===== config.mk =====
export PLATFORM = sky130hd
export DESIGN_NAME = mult_hilo_unit
export DESIGN_NICKNAME = d
export VERILOG_FILES = /design/src/rtl/mult_hilo_unit_pkg.sv /design/src/rtl/mult_shift_add.sv /design/src/rtl/mult_hilo_unit.sv
export SDC_FILE = /design/constraint.sdc
export NUM_CORES = 1
export LEC_CHECK = 0
export CAP_MARGIN = 40
export CORE_ASPECT_RATIO = 1.75
export CORE_MARGIN = 8
export CORE_UTILIZATION = 40
export DETAILED_ROUTE_END_ITERATION = 8
export PLACE_DENSITY = 0.6
export SLEW_MARGIN = 20
export SYNTH_ARGS = -nofsm -noshare
export SYNTH_HDL_FRONTEND = slang
export SYNTH_HIERARCHICAL = 1
export SYNTH_SLANG_ARGS = --single-unit

===== constraint.sdc =====
create_clock -name clk -period 6.4 [get_ports clk]
set_clock_uncertainty 0.15 [all_clocks]
set_input_delay 0.96 -clock clk [delete_from_list [all_inputs] [get_ports clk]]
set_output_delay 0.96 -clock clk [all_outputs]
set_load 0.005 [all_outputs]

===== src/rtl/mult_hilo_unit_pkg.sv =====
// Shared definitions for the HI/LO multiply unit: opcode constants,
// iteration count and the sequencer state encoding.
package mult_hilo_unit_pkg;

    localparam logic [3:0] OP_MULT    = 4'b0110;
    localparam int         MULT_ITERS = 32;
    localparam logic [5:0] LAST_ITER  = 6'(MULT_ITERS - 1);

    typedef enum logic [1:0] {
        IDLE = 2'd0,
        RUN  = 2'd1,
        FIN  = 2'd2
    } mult_state_e;

endpackage


===== src/rtl/mult_shift_add.sv =====
// Iterative shift-add datapath: unsigned 32x32 magnitude product built
// one multiplier bit per clock into a 64-bit accumulator.
module mult_shift_add (
    input  logic        clk,
    input  logic        rst_n,
    input  logic        load,
    input  logic        step,
    input  logic [31:0] mcand,
    input  logic [31:0] mplier,
    output logic [63:0] product,
    output logic [5:0]  count
);

    logic [31:0] mcand_reg;
    logic [31:0] mplier_reg;
    logic [63:0] product_reg;
    logic [5:0]  count_reg;
    logic [63:0] addend;

    assign addend = {32'd0, mcand_reg} << count_reg[4:0];

    always_ff @(posedge clk) begin
        if (!rst_n) begin
            mcand_reg   <= '0;
            mplier_reg  <= '0;
            product_reg <= '0;
            count_reg   <= '0;
        end else if (load) begin
            mcand_reg   <= mcand;
            mplier_reg  <= mplier;
            product_reg <= '0;
            count_reg   <= '0;
        end else if (step) begin
            if (mplier_reg[count_reg[4:0]])
                product_reg <= product_reg + addend;
            count_reg <= count_reg + 6'd1;
        end
    end

    assign product = product_reg;
    assign count   = count_reg;

endmodule


===== src/rtl/mult_hilo_unit.sv =====
// Multi-cycle signed multiplier owning the architectural HI/LO registers,
// with a pipeline stall request while a mult is in flight.
module mult_hilo_unit
    import mult_hilo_unit_pkg::*;
(
    input  logic        clk,
    input  logic        rst_n,
    input  logic [3:0]  op_EX,
    input  logic        enhilo_EX,
    input  logic [31:0] rs_val,
    input  logic [31:0] rt_val,
    input  logic        hilo_rd,
    input  logic        hi_we,
    input  logic        lo_we,
    output logic [31:0] hi,
    output logic [31:0] lo,
    output logic        busy,
    output logic        stall_EX,
    output logic        done
);

    mult_state_e state_reg, state_next;
    logic [31:0] hi_reg, lo_reg;
    logic        done_reg;
    logic        sign_reg;
    logic        start, load, step;
    logic [31:0] rs_mag, rt_mag;
    logic [63:0] product;
    logic [5:0]  count;

    assign start  = enhilo_EX && (op_EX == OP_MULT);
    // Two's-complement magnitude; 0x80000000 maps to itself, which is exact unsigned.
    assign rs_mag = rs_val[31] ? (~rs_val + 32'd1) : rs_val;
    assign rt_mag = rt_val[31] ? (~rt_val + 32'd1) : rt_val;

    mult_shift_add u_datapath (
        .clk     (clk),
        .rst_n   (rst_n),
        .load    (load),
        .step    (step),
        .mcand   (rs_mag),
        .mplier  (rt_mag),
        .product (product),
        .count   (count)
    );

    always_ff @(posedge clk) begin
        if (!rst_n)
            state_reg <= IDLE;
        else
            state_reg <= state_next;
    end

    always_comb begin
        state_next = state_reg;
        load       = 1'b0;
        step       = 1'b0;
        case (state_reg)
            IDLE: begin
                if (start) begin
                    load       = 1'b1;
                    state_next = RUN;
                end
            end
            RUN: begin
                step = 1'b1;
                if (count == LAST_ITER)
                    state_next = FIN;
            end
            FIN:     state_next = IDLE;
            default: state_next = IDLE;
        endcase
    end

    // HI/LO only change on direct writes in IDLE or on the FIN edge.
    always_ff @(posedge clk) begin
        if (!rst_n) begin
            hi_reg   <= '0;
            lo_reg   <= '0;
            done_reg <= 1'b0;
            sign_reg <= 1'b0;
        end else begin
            done_reg <= 1'b0;
            case (state_reg)
                IDLE: begin
                    if (start) begin
                        sign_reg <= rs_val[31] ^ rt_val[31];
                    end else begin
                        if (hi_we) hi_reg <= rs_val;
                        if (lo_we) lo_reg <= rs_val;
                    end
                end
                FIN: begin
                    {hi_reg, lo_reg} <= sign_reg ? -product : product;
                    done_reg         <= 1'b1;
                end
                default: ;
            endcase
        end
    end

    assign busy     = (state_reg != IDLE);
    assign stall_EX = busy && (start || hilo_rd || hi_we || lo_we);
    assign hi       = hi_reg;
    assign lo       = lo_reg;
    assign done     = done_reg;

endmodule


==> impl_metrics.py <==
metrics = {
    "status": {
        "status": "completed",
    },
    "global_route": {
        "antenna_found_initial": 1,
        "grtUsageTotal": 0.279,
        "first_global_vias": 16300,
        "grt_max_degree": 95,
        "grt_first_pass_wirelength_mm": 102,
        "grt_overflow_total": 0,
    },
    "route": {
        "avgRoutedWirePerCell_um": 25.9,
        "ant_nets": 0,
        "dr.pass1.iters": 5,
        "route.vias.total": 16500,
        "vias_per_cell": 6.19,
        "drtIter0Drc": 1373,
        "route.detailed.drc": 0,
        "wl_mm": 68.8,
    },
    "final_layout": {
        "multi_input_area_mm2": 0.0117,
        "num-fill-cells": 4118,
        "final_util": 0.466,
        "regArea_mm2": 0.00405,
        "syn2layout_area_growth_pct": 15.2,
        "final_cell_area_mm2": 0.0190,
        "fin_nets": 2237,
        "drive_above_1_share": 0.0872,
        "largest_reg_flops": 64,
    },
    "power_and_ir_drop": {
        "vdd_drop_max_mv": 0.160,
        "p_leak_nw": 6.77,
        "p_per_area_mw_per_mm2": 158,
    },
    "die": {
        "fp.dieH_um": 285,
        "rows": 98,
        "die_x_um": 169,
        "fp.coreArea_mm2": 0.0407,
        "die_area_mm2": 0.0482,
        "start_util": 0.405,
        "num_io_pins": 141,
    },
    "timing": {
        "fin_setup_tns_ps": 0,
        "rsz0062_at_grt": "no",
        "setup_viol": 0,
        "slew_headroom": 0.359,
        "slew_viol_final": 0,
        "worstMarginPinSlew_ps": 949,
        "fin_crit_ps": 5500,
        "fin_crit_sh": 0.860,
        "hold_violations": 0,
        "max_freq_mhz": 182,
    },
    "setup_path": {
        "worstPathMaxFanout": 24,
        "end_kind": "flop",
        "cp.arrival_ps": 5840,
        "crit_type": "flop to flop",
        "critPathRequiredTime_ps": 6740,
        "crit_path_start_kind": "flop",
    },
    "yosys": {
        "synth_fp_nets": 2193,
        "yosysSeqAreaShare": 0.245,
        "ys_types": 90,
        "synth-warning-count": 6,
        "ys_ff_latch": 202,
        "avgSynthCellArea_um2": 8.03,
        "synthCells": 2051,
        "synth_edf_count": 0,
        "ys.flop_type": "dfxtp_1",
        "synth-async-reset-ratio": 0,
        "synthesis.area_mm2": 0.0165,
    },
    "cts": {
        "cts_tree": "done",
        "cts.reportedPaths.clkPinSlew_ps": 70,
        "numCtsBuffers": 22,
        "root_buffer": "clkbuf_16",
        "hold_buffers": 0,
        "clk_path_buf_depth": 3,
        "cts_setup_buffers": 0,
        "cts-resized-gates": 0,
        "clock_sinks": 202,
        "clock_latency_ps": 560,
        "htreeDepth": 1,
    },
    "run": {
        "maxCapViolations": 0,
    },
    "placed_design": {
        "port_buffers": 140,
        "post-dp-hpwl_mm": 54.3,
        "placed_cell_area_mm2": 0.0182,
        "gp_congestion": 0.997,
    },
    "worst_hold_path": {
        "hold_path_class": "flop to flop",
    },
}
-- stage by stage --
stage	power [mW]	worst slack (ps)	hold slack (ps)	cells
3_3_place_gp	1.70	954	297	2615
6_report	3.00	899	307	2661
5_1_grt	3.09	515	344	2660
4_1_cts	3.02	902	309	2658
3_5_place_dp	1.71	992	300	2619
2_1_floorplan	1.52	1460	303	2051
-- where the power goes --
part           total (mW)  internal (mW)  switching (mW)
sequential           1.31           1.29          0.0265
combinational       0.371          0.180           0.191
clock                1.31          0.728           0.584
total                3.00           2.20           0.802
-- layout by cell type (no fill, tap or decap), types with 11 or more instances in the layout --
| cell type | Yosys | routed |
|---|---|---|
| o21bai_1 | 15 | 15 |
| a21oi_1 | 171 | 170 |
| xor2_1 | 54 | 54 |
| nand3_1 | 38 | 38 |
| a21o_1 | 32 | 32 |
| ha_1 | 67 | 67 |
| nand2_1 | 154 | 153 |
| buf_4 | 0 | 28 |
| o41ai_1 | 11 | 11 |
| nand2b_1 | 12 | 11 |
| or3_1 | 36 | 36 |
| mux4_2 | 32 | 32 |
| o31ai_1 | 34 | 34 |
| nor2b_1 | 73 | 73 |
| o211ai_1 | 15 | 15 |
| mux2i_1 | 130 | 130 |
| or4_1 | 22 | 22 |
| xnor2_1 | 98 | 98 |
| o21ai_0 | 97 | 96 |
| a211oi_1 | 17 | 17 |
| nor4_1 | 23 | 23 |
| o221ai_1 | 26 | 26 |
| o21a_1 | 18 | 18 |
| clkbuf_16 | 0 | 22 |
| or2_2 | 13 | 13 |
| nand4_1 | 38 | 38 |
| a22o_1 | 15 | 15 |
| clkdlybuf4s50_1 | 0 | 139 |
| a22oi_1 | 23 | 23 |
| o22ai_1 | 32 | 32 |
| nor3_1 | 39 | 39 |
| inv_1 | 40 | 40 |
| dfxtp_1 | 202 | 197 |
| mux2_2 | 24 | 24 |
| a31oi_1 | 11 | 11 |
| nor2_1 | 190 | 187 |
-- layer usage --
| layer | GRT usage | routed length [um] | up-vias | part of all wire |
|---|---|---|---|---|
| met5 | 0 | 0 | - | 0 |
| met4 | 0.221 | 6120 | 0 | 0.089 |
| met3 | 0.0328 | 3220 | 249 | 0.047 |
| met2 | 0.512 | 35700 | 647 | 0.52 |
| met1 | 0.278 | 23800 | 7911 | 0.35 |
| li1 | - | - | 7674 | - |
-- synth_stat cells (all sizes together) (26+ instances only) --
cell type / n / area, um2
o21ai: 99 / 495
xor2: 54 / 473
a21o: 33 / 249
nor4: 26 / 181
o31ai: 35 / 268
ha: 67 / 838
a21oi: 171 / 856
nor2b: 73 / 457
buf: 39 / 185
nor2: 191 / 719
clkbuf: 113 / 427
dfxtp: 202 / 4040
mux4: 32 / 721
o22ai: 32 / 200
nor3: 39 / 195
nand2: 156 / 591
xnor2: 98 / 858
inv: 41 / 154
or3: 37 / 233
o221ai: 26 / 228
nand4: 40 / 263
nand3: 38 / 190
mux2i: 130 / 1300
-- cell type report --
class                           instances  area share
Timing Repair Buffer                  172      0.0881
Antenna cell                            1    0.000132
Tap cell                              550      0.0362
Inverter                               42     0.00830
Sequential cell                       202       0.213
Multi-Input combinational cell       1655       0.616
Clock buffer                           31      0.0329
Clock inverter                          8     0.00527
-- worst paths after layout --
| path | start | endpoint | slack [ps] | cells past startpoint |
|---|---|---|---|---|
| setup / recovery | u_datapath/count[0] | u_datapath/product[60] | 900 | 15 |
| hold / removal | lo[3] | lo[3] | 310 | 2 |
| setup reg to reg | u_datapath/count[0] | u_datapath/product[60] | 900 | 15 |
| hold reg to reg | lo[3] | lo[3] | 310 | 2 |
-- logic make-up after synthesis --
kind of cell	Yosys count	synth area share
AO/OA/AOI/OAI	573	0.231
flip-flops	202	0.245
adder cells (fa/ha/maj)	68	0.0521
AND/OR/NAND/NOR	676	0.205
XOR/XNOR	152	0.0808
buffers and inverters	194	0.0467
multiplexers	186	0.139
-- critical path: stages (launching register included) --
cell	delay (ps)
dfxtp_2	790
buf_4	400
mux2_2	400
nand2b_1	190
mux2_2	330
nor2_1	130
ha_1	290
nand4_1	160
nor4_1	410
nor2_1	220
a211oi_2	370
a21oi_1	210
o41ai_2	650
a21oi_1	200
or4_1	430
nand4_1	90
No activity file was read; power rests on OpenSTA's default activity.
